$ cat src/rtl/gb_board_painter.sv
// gb_board_painter: write-side master for the 12-bit RGB444 framebuffer.
// Turns game-logic drawing commands (clear board, place stone, erase stone)
// into a gap-free stream of single-pixel writes, one per clock. All outputs
// are registered. Each output is computed from the next-state and next-counter
// values, so the first pixel appears on the cycle after a command is accepted.
module gb_board_painter #(
    parameter int DW   = 15,
    parameter int FB_W = 200,
    parameter int FB_H = 150,
    parameter int X0   = 40,
    parameter int Y0   = 15
) (
    input  logic          clk,
    input  logic          rst,
    input  logic          cmd_valid,
    output logic          cmd_ready,
    input  logic [1:0]    cmd_op,
    input  logic [3:0]    cmd_x,
    input  logic [3:0]    cmd_y,
    input  logic          cmd_color,
    output logic [DW-1:0] waddr,
    output logic [11:0]   wdata,
    output logic          we,
    output logic          busy,
    output logic          done,
    output logic          cmd_err
);

    // Counter widths cover every pixel coordinate of the framebuffer.
    localparam int XW = $clog2(FB_W);
    localparam int YW = $clog2(FB_H);

    // The board is 15 cells of 8 pixels in each direction.
    localparam int BOARD_PIX = 120;

    localparam logic [XW-1:0] PX_LAST = XW'(FB_W - 1);
    localparam logic [YW-1:0] PY_LAST = YW'(FB_H - 1);
    localparam logic [XW-1:0] BX_LO   = XW'(X0);
    localparam logic [XW-1:0] BX_HI   = XW'(X0 + BOARD_PIX);
    localparam logic [YW-1:0] BY_LO   = YW'(Y0);
    localparam logic [YW-1:0] BY_HI   = YW'(Y0 + BOARD_PIX);

    // Command opcodes.
    localparam logic [1:0] OP_CLEAR = 2'b00;
    localparam logic [1:0] OP_PLACE = 2'b01;
    localparam logic [1:0] OP_ERASE = 2'b10;

    // Colours.
    localparam logic [11:0] C_GRID   = 12'h000;
    localparam logic [11:0] C_BOARD  = 12'hDA6;
    localparam logic [11:0] C_BORDER = 12'h333;
    localparam logic [11:0] C_BLACK  = 12'h111;
    localparam logic [11:0] C_WHITE  = 12'hEEE;

    // FSM states.
    localparam logic [1:0] S_IDLE  = 2'd0;
    localparam logic [1:0] S_CLEAR = 2'd1;
    localparam logic [1:0] S_CELL  = 2'd2;
    localparam logic [1:0] S_FIN   = 2'd3;

    // Cell background: grid lines on column 3 and row 3 of every cell.
    function automatic logic [11:0] cell_bg(input logic [2:0] dx, input logic [2:0] dy);
        logic [11:0] c;
        if ((dx == 3'd3) || (dy == 3'd3)) begin
            c = C_GRID;
        end else begin
            c = C_BOARD;
        end
        return c;
    endfunction

    // Stone shape: an 8x8 square with its corners rounded off.
    function automatic logic stone_inside(input logic [2:0] dx, input logic [2:0] dy);
        logic edge_row;
        logic near_row;
        logic outer_col;
        logic edge_col;
        edge_row  = (dy == 3'd0) || (dy == 3'd7);
        near_row  = (dy == 3'd1) || (dy == 3'd6);
        outer_col = (dx == 3'd0) || (dx == 3'd7);
        edge_col  = outer_col || (dx == 3'd1) || (dx == 3'd6);
        return !((edge_row && edge_col) || (near_row && outer_col));
    endfunction

    // Registered state and counters. In CLEAR, cdx/cdy track the position inside
    // the current board cell; in CELL they are the dx/dy offsets directly.
    logic [1:0]    state;
    logic [XW-1:0] px;
    logic [YW-1:0] py;
    logic [2:0]    cdx;
    logic [2:0]    cdy;
    logic          op_place;
    logic          stone_white;
    logic          err_flag;

    // Next-state values.
    logic [1:0]    nstate;
    logic [XW-1:0] npx;
    logic [YW-1:0] npy;
    logic [2:0]    ncdx;
    logic [2:0]    ncdy;
    logic          nplace;
    logic          nwhite;
    logic          nerr;
    logic          n_in_board;
    logic          n_write;
    logic [11:0]   nwdata;
    logic [DW-1:0] naddr;

    // Next-state and counter sequencing for the raster walk.
    always_comb begin
        nstate = state;
        npx    = px;
        npy    = py;
        ncdx   = cdx;
        ncdy   = cdy;
        nplace = op_place;
        nwhite = stone_white;
        nerr   = err_flag;
        case (state)
            S_IDLE: begin
                if (cmd_valid) begin
                    nerr   = 1'b0;
                    nplace = (cmd_op == OP_PLACE);
                    nwhite = cmd_color;
                    ncdx   = 3'd0;
                    ncdy   = 3'd0;
                    if (cmd_op == OP_CLEAR) begin
                        nstate = S_CLEAR;
                        npx    = '0;
                        npy    = '0;
                    end else if (((cmd_op == OP_PLACE) || (cmd_op == OP_ERASE)) &&
                                 (cmd_x <= 4'd14) && (cmd_y <= 4'd14)) begin
                        nstate = S_CELL;
                        npx    = BX_LO + XW'({cmd_x, 3'b000});
                        npy    = BY_LO + YW'({cmd_y, 3'b000});
                    end else begin
                        nstate = S_FIN;
                        nerr   = 1'b1;
                    end
                end else begin
                    nstate = S_IDLE;
                end
            end
            S_CLEAR: begin
                if (px == PX_LAST) begin
                    if (py == PY_LAST) begin
                        nstate = S_FIN;
                    end else begin
                        npx  = '0;
                        npy  = py + YW'(1'b1);
                        ncdx = 3'd0;
                        if ((py + YW'(1'b1)) == BY_LO) begin
                            ncdy = 3'd0;
                        end else begin
                            ncdy = cdy + 3'd1;
                        end
                    end
                end else begin
                    npx = px + XW'(1'b1);
                    if ((px + XW'(1'b1)) == BX_LO) begin
                        ncdx = 3'd0;
                    end else begin
                        ncdx = cdx + 3'd1;
                    end
                end
            end
            S_CELL: begin
                if (cdx == 3'd7) begin
                    if (cdy == 3'd7) begin
                        nstate = S_FIN;
                    end else begin
                        npx  = px - XW'(3'd7);
                        npy  = py + YW'(1'b1);
                        ncdx = 3'd0;
                        ncdy = cdy + 3'd1;
                    end
                end else begin
                    npx  = px + XW'(1'b1);
                    ncdx = cdx + 3'd1;
                end
            end
            S_FIN: begin
                nstate = S_IDLE;
            end
            default: begin
                nstate = S_IDLE;
            end
        endcase
    end

    assign n_in_board = (npx >= BX_LO) && (npx < BX_HI) && (npy >= BY_LO) && (npy < BY_HI);
    assign n_write    = (nstate == S_CLEAR) || (nstate == S_CELL);
    assign naddr      = DW'(32'(npy) * 32'(FB_W) + 32'(npx));

    // Colour of the pixel that will be written next.
    always_comb begin
        nwdata = wdata;
        case (nstate)
            S_CLEAR: begin
                if (n_in_board) begin
                    nwdata = cell_bg(ncdx, ncdy);
                end else begin
                    nwdata = C_BORDER;
                end
            end
            S_CELL: begin
                if (nplace && stone_inside(ncdx, ncdy)) begin
                    nwdata = nwhite ? C_WHITE : C_BLACK;
                end else begin
                    nwdata = cell_bg(ncdx, ncdy);
                end
            end
            default: begin
                nwdata = wdata;
            end
        endcase
    end

    // State, counter and latched-command registers.
    always_ff @(posedge clk or posedge rst) begin
        if (rst) begin
            state       <= S_IDLE;
            px          <= '0;
            py          <= '0;
            cdx         <= 3'd0;
            cdy         <= 3'd0;
            op_place    <= 1'b0;
            stone_white <= 1'b0;
            err_flag    <= 1'b0;
        end else begin
            state       <= nstate;
            px          <= npx;
            py          <= npy;
            cdx         <= ncdx;
            cdy         <= ncdy;
            op_place    <= nplace;
            stone_white <= nwhite;
            err_flag    <= nerr;
        end
    end

    // Registered framebuffer port and handshake/status outputs.
    always_ff @(posedge clk or posedge rst) begin
        if (rst) begin
            waddr     <= '0;
            wdata     <= 12'h000;
            we        <= 1'b0;
            busy      <= 1'b0;
            done      <= 1'b0;
            cmd_err   <= 1'b0;
            cmd_ready <= 1'b1;
        end else begin
            we        <= n_write;
            busy      <= n_write;
            done      <= (nstate == S_FIN);
            cmd_err   <= (nstate == S_FIN) && nerr;
            cmd_ready <= (nstate == S_IDLE);
            if (n_write) begin
                waddr <= naddr;
                wdata <= nwdata;
            end else begin
                waddr <= waddr;
                wdata <= wdata;
            end
        end
    end

endmodule

$ cat config.mk
export PLATFORM = sky130hd
export DESIGN_NAME = gb_board_painter
export DESIGN_NICKNAME = d
export VERILOG_FILES = /design/src/rtl/gb_board_painter.sv
export SDC_FILE = /design/constraint.sdc
export NUM_CORES = 1
export LEC_CHECK = 0
export BUFFER_PORTS_ARGS = -buffer_cell sky130_fd_sc_hd__buf_2
export CAP_MARGIN = 15
export CORE_MARGIN = 8
export CORE_UTILIZATION = 44
export CTS_BUF_LIST = sky130_fd_sc_hd__clkbuf_16
export DETAILED_ROUTE_END_ITERATION = 10
export SYNTH_ARGS = -nofsm -noshare
export SYNTH_HDL_FRONTEND = slang
export SYNTH_SLANG_ARGS = --single-unit
$ cat constraint.sdc
create_clock -name clk -period 5.4 [get_ports clk]
set_clock_uncertainty 0.15 [all_clocks]
set_input_delay 0 -clock clk [delete_from_list [all_inputs] [get_ports clk]]
set_output_delay 0 -clock clk [all_outputs]
set_load 0.05 [all_outputs]
Word level (Yosys, flattened, before mapping)
Cells that the tools add are included.
- bits of input ports: 14
- flip-flop bits (word level): 58
- RAM bits: 0
- bits in read-only memories: 0
- logic and storage cells: 128
- memories: 0
- latch bits: 0
- output and inout bits: 32
- $mul: 1
- eq/ne operators: 22
- $lt $le $gt $ge: 6
- reductions and logical operators: 26
- bitwise gates (word level): 0
- shift-type cells: 0
- add/subtract/negate cells: 8
- divide/modulo/power cells: 0
- mux-type cells: 51
- operators with widths (operator ; number):
    $mux 8 ; 14
    $mux 12 ; 4
    $pmux 8 s3 ; 2
    $mux 3 ; 12
    $pmux 12 s2 ; 1
    $eq 3x3->1 const B ; 6
    $pmux 3 s3 ; 2
    $add 8x1->8 const B ; 2
    $eq 8x8->1 const B ; 2
    $lt 8x8->1 const B ; 2
    $add 15x8->15 ; 1
    $mul 8x5->12 const B ; 1
    $mux 2 ; 6
    $eq 2x2->1 const B ; 5
    $logic_and 1x1->1 ; 9
    $logic_or 1x1->1 ; 9
    $mux 1 ; 9
    $add 4x7->8 const A ; 1
    $add 6x7->8 const A ; 1
    $eq 8x4->1 const B ; 1
    $eq 8x6->1 const B ; 1
    $ge 8x4->1 const B ; 1
    $ge 8x6->1 const B ; 1
    $le 4x4->1 const B ; 2
    other kinds (11) ; 19

Depth between registers and ports, before layout
- word-level depth: 15
- gate-level depth with buffers: 24
- depth with buffers taken out: 23

Worst setup path after synthesis
Ideal clock, no wire load.
- kind: register to register
- start: register cdx[0]
- end: register waddr[14]
- data required time: 5.167 ns
- slack: 0.766 ns
- data arrival time: 4.402 ns
- stages on the path, launching flop included: 25
- path buffers: 1
- cell sequence: dfrtp_1 ha_1 ha_1 clkbuf_1 and2b_2 nand2_1 o21ai_0 a21oi_1 a31o_2 nand3_1 ha_1 ha_1 inv_1 fa_1 inv_1 ha_1 a21oi_1 nor2_1 nor2_1 xnor2_1 nand3b_1 nor3_1 nand2_1 xnor2_1 o21ai_0
- word-level cells in the longest chain between the ends: 5
- elaborated cells on any way between the ends: 12
- RTL lines (what ; RTL line ; text):
    start: declaration ; 90 ; logic [2:0] cdx;
    start signal: assignment ; 235 ; cdx <= ncdx;
    $eq 3x3->1 ; 169 ; if (cdx == 3'd7) begin
    $mux 8 ; 169 ;
    $pmux 8 s3 ; 120 ; case (state)
    named net npy[2] ; 99 ; logic [YW-1:0] npy;
    $mul 8x5->12 ; 194 ; assign naddr = DW'(32'(npy) * 32'(FB_W) + 32'(npx));
    $add 15x8->15 ; 194 ;
    end signal: assignment ; 260 ; waddr <= naddr;
    end signal: assignment ; 263 ; waddr <= waddr;
    end: declaration ; 21 ; output logic [DW-1:0] waddr,
The timed path passes the listed nets, and every way through them passes these cells.
A chain may end at the register's enable or synchronous reset.

Final worst setup path
- start: register cdy[0]
- end: register waddr[14]
- word-level cells in the longest chain between the ends: 6
- elaborated cells on any way between the ends: 15
- RTL lines (what ; RTL line ; text):
    start: declaration ; 91 ; logic [2:0] cdy;
    start signal: assignment ; 236 ; cdy <= ncdy;
    $eq 3x3->1 ; 170 ; if (cdy == 3'd7) begin
    $mux 8 ; 170 ;
    $mux 8 ; 169 ;
    $pmux 8 s3 ; 120 ;
    named net npy[3] ; 99 ;
    $mul 8x5->12 ; 194 ;
    $add 15x8->15 ; 194 ;
The timed path passes the listed nets, and every way through them passes these cells.

==> flow_summary.ini <==
[outcome]
status = completed

[setup_path]
cp_cell_sequence = ha_1 -> ha_1 -> and2b_2 -> nor2_1 -> or3_4 -> a21o_2 -> ha_1 -> ha_1 -> inv_1 -> fa_1 -> inv_1 -> ha_1 -> a21oi_1 -> nor2_1 -> nor2_1 -> xnor2_1 -> nand3b_1 -> nor3_2 -> nand2_1 -> xnor2_1 -> o21ai_0
crit_fanout = 7
cp-start-kind = register
cp_top_family = adder cells
r2r_end = waddr[14]
crit_buf_inv = 2
critPathCaptureType = register
crit_arrival_ps = 5010
crit_top_cell = ha_1
ff2ff_setup_slack_ps = 390
crit_required_ps = 5400
r2r-start = cdy[0]
critPathMaxStageDelay_ps = 520
criticalPathCategory = reg -> reg
reg2reg_depth = 21
crit_slowest_cell = fa_1

[die]
start_util_pct = 44.5
dieHeight_um = 117
rows = 37
dieArea_um2 = 13700
die_x_um = 117
core_area_um2 = 10100
io_pins = 46

[power_and_ir_drop]
p_clk_share_pct = 9.8
leakagePower_nw = 2.44
p_sw_mw = 1.84
seqPwrFrac_pct = 21.6
p_int_mw = 1.62
p_per_area_nw_per_um2 = 683
power_frac_comb_pct = 68.6
irDropWorstVdd_v = 0.000435
swShare_pct = 53.2
finalPower_mw = 3.45

[finish]
drive_above_1_share_pct = 19.2
fillers = 992
fin_area_um2 = 5060
final_cells = 693
num-nets-final = 629
finalCoreUtilization_pct = 49.9
antenna_cells = 0
area_delta_synth_final_pct = 12.1

[sta]
setup_ws_ps = 390
slew_headroom_pct = 37.0
min_period_over_period_pct = 92.8
fmax_ghz = 0.200
rsz0062_at_grt = no
tns_ps = 0
hold_viol = 0
drv_slew = 0
hold_ws_ps = 15.8
tightest_slew_ps = 945
fin_crit_ps = 5010
setup_viol = 0

[placement]
gp_congestion = 0.934
placed_cells = 681
placement.io_buffers = 45
placed_area_um2 = 4840
pre_cts_slack_ps = 347
dp.final_hpwl_mm = 9.48

[logic_synthesis]
yosys.area.top_type_share_pct = 28.3
synthFlopType = dfrtp_1
netlist_area_um2 = 4510
synth_edf_count = 0
syn_nets = 585
ys_warn_count = 0
synth-seq-cells = 52
postSynthAreaPerCell_um2 = 8.81
synth_top_cell_by_area = dfrtp_1
synth.area.top_cells = dfrtp_1, ha_1, xnor2_1
synth_cell_type_count = 74
ys_seq_area_share_pct = 28.9
ys_async_sr_fraction_pct = 100
syn-instance-count = 512

[route]
via_count = 3895
wirelength_mm = 11.9
dr.first_iter.drc_count = 220
vias_per_cell = 5.62
top_layer = met4
firstDrtPassIters = 7
wl_per_cell_um = 17.2
wl_met2_mm = 5.62
ant_nets = 0
dr_wl_met3_um = 685
drc = 0
met1Wirelength_mm = 5.28

[clock_network]
clkSlewWorstSetupHoldPaths_ps = 80
clockRootBuffer = clkbuf_16
cts_buffers = 5
cts_buffer_depth = 2
clk_latency_ps = 300
cts_tree = yes
cts_sinks = 52
htree_levels = 2

[global_route]
grt_max_degree = 53
antenna_found_initial = 0
grt_pass1_wl_mm = 19.9
overflow = 0
track_usage_pct = 18.4
first_global_vias = 4010

[run]
drv_cap = 0

[worst_hold_path]
hold_path_depth = 3
hold_path_end = py[3]
hold_class = in -> reg
min-delay-start = cmd_y[0]
power by group through the flow:
| stage | Sequential, mW | Clock [mW] | Combinational (mW) |
|---|---|---|---|
| after detailed placement | 0.745 | 0 | 2.35 |
| after global routing | 0.772 | 0.361 | 2.64 |
| after floorplan | 0.923 | 0 | 1.63 |
| after global placement | 0.741 | 0 | 2.34 |
| final | 0.745 | 0.339 | 2.37 |
| after CTS | 0.739 | 0.346 | 2.37 |
worst max path at each step:
stage,startpoint,to,slack (ps),cells past startpoint
2_1_floorplan,cdx[0],waddr[14],770,24
3_3_place_gp,px[0],waddr[14],420,22
3_5_place_dp,px[0],waddr[14],350,22
4_1_cts,px[0],waddr[14],340,22
5_1_grt,cdy[0],waddr[14],40,21
6_report,cdy[0],waddr[14],390,21
what timing repair did:
action | 4_1_cts | 5_1_grt
setup buffers | 0 | 2
gates resized for setup | 0 | 8
hold buffers | 2 | 0
hold endpoints to repair | 52 | 0
setup endpoints to repair | 0 | 3
per-layer routing:
| layer | track usage [%] | vias to the layer above |
|---|---|---|
| met5 | 0 | - |
| met4 | 5.55 | 0 |
| met3 | 2.62 | 22 |
| met2 | 31.0 | 118 |
| met1 | 23.8 | 1836 |
| li1 | - | 1919 |
sequential cells by signal, summed over array words and instances (netlist names), 2 cells and up:
register,count
wdata,6
cdx,3
state,2
py,8
cdy,3
waddr,15
px,8
cells in the mapped netlist (5+ instances only):
cell type and count:
xnor2_1 21, mux2_2 6, ha_1 55, nand2_1 42, clkbuf_1 10, nor3_1 12
dfrtp_1 51, and3_1 11, buf_4 10, buf_6 5, nor2_1 31, o211ai_1 6
o21ai_0 35, nand3_1 16, xor2_1 6, mux2i_1 6, nand2b_1 7, a21oi_1 26
nand4_1 8, inv_1 43
tightest hold or removal path, delay by kind of cell:
kind | cells | cell delay, ps
buffers and inverters | 1 | 130
AOI/OAI and AO/OA | 2 | 290
layout make-up:
class,instances,area [µm²],share of cell area (%)
Inverter,44,165,3.26
Clock buffer,5,125,2.47
Multi-Input combinational cell,388,2890,57.1
Timing Repair Buffer,65,380,7.52
Tap cell,136,170,3.36
Clock inverter,3,25.0,0.495
Sequential cell,52,1300,25.8
cell families after synthesis:
family,share of synthesized area [%]
adders and majority gates,17.0
DFF,28.9
AOI/OAI and AO/OA,20.1
buffers and inverters,7.71
xor gates and xnor gates,5.24
and+or+nand+nor,18.2
muxes,2.83
layout by cell type (no fill, tap or decap), types with 3 or more instances in the layout:
| cell | netlist | routed |
|---|---|---|
| ha_1 | 55 | 55 |
| dfrtp_1 | 51 | 50 |
| buf_2 | 2 | 45 |
| inv_1 | 43 | 42 |
| nand2_1 | 42 | 42 |
| o21ai_0 | 35 | 34 |
| nor2_1 | 31 | 30 |
| a21oi_1 | 26 | 25 |
| xnor2_1 | 21 | 21 |
| buf_4 | 10 | 18 |
| nand3_1 | 16 | 16 |
| and3_1 | 11 | 11 |
| nor3_1 | 12 | 11 |
| nand4_1 | 8 | 8 |
| nand2b_1 | 7 | 7 |
| mux2i_1 | 6 | 6 |
| o211ai_1 | 6 | 6 |
| xor2_1 | 6 | 6 |
| mux2_2 | 6 | 6 |
| clkbuf_16 | 0 | 5 |
| nor3b_1 | 4 | 4 |
| o21bai_1 | 4 | 4 |
| a21o_1 | 4 | 4 |
| a31oi_1 | 4 | 4 |
| and2_1 | 4 | 4 |
| o221ai_1 | 4 | 4 |
| a221o_1 | 4 | 4 |
| fa_1 | 4 | 4 |
| o21a_1 | 3 | 3 |
| a31o_2 | 3 | 3 |
| or3_1 | 3 | 3 |
| a22oi_1 | 3 | 3 |
| a22o_1 | 3 | 3 |
| a211o_1 | 3 | 3 |
| o22ai_1 | 3 | 3 |
(Power assumes the default switching activity.)
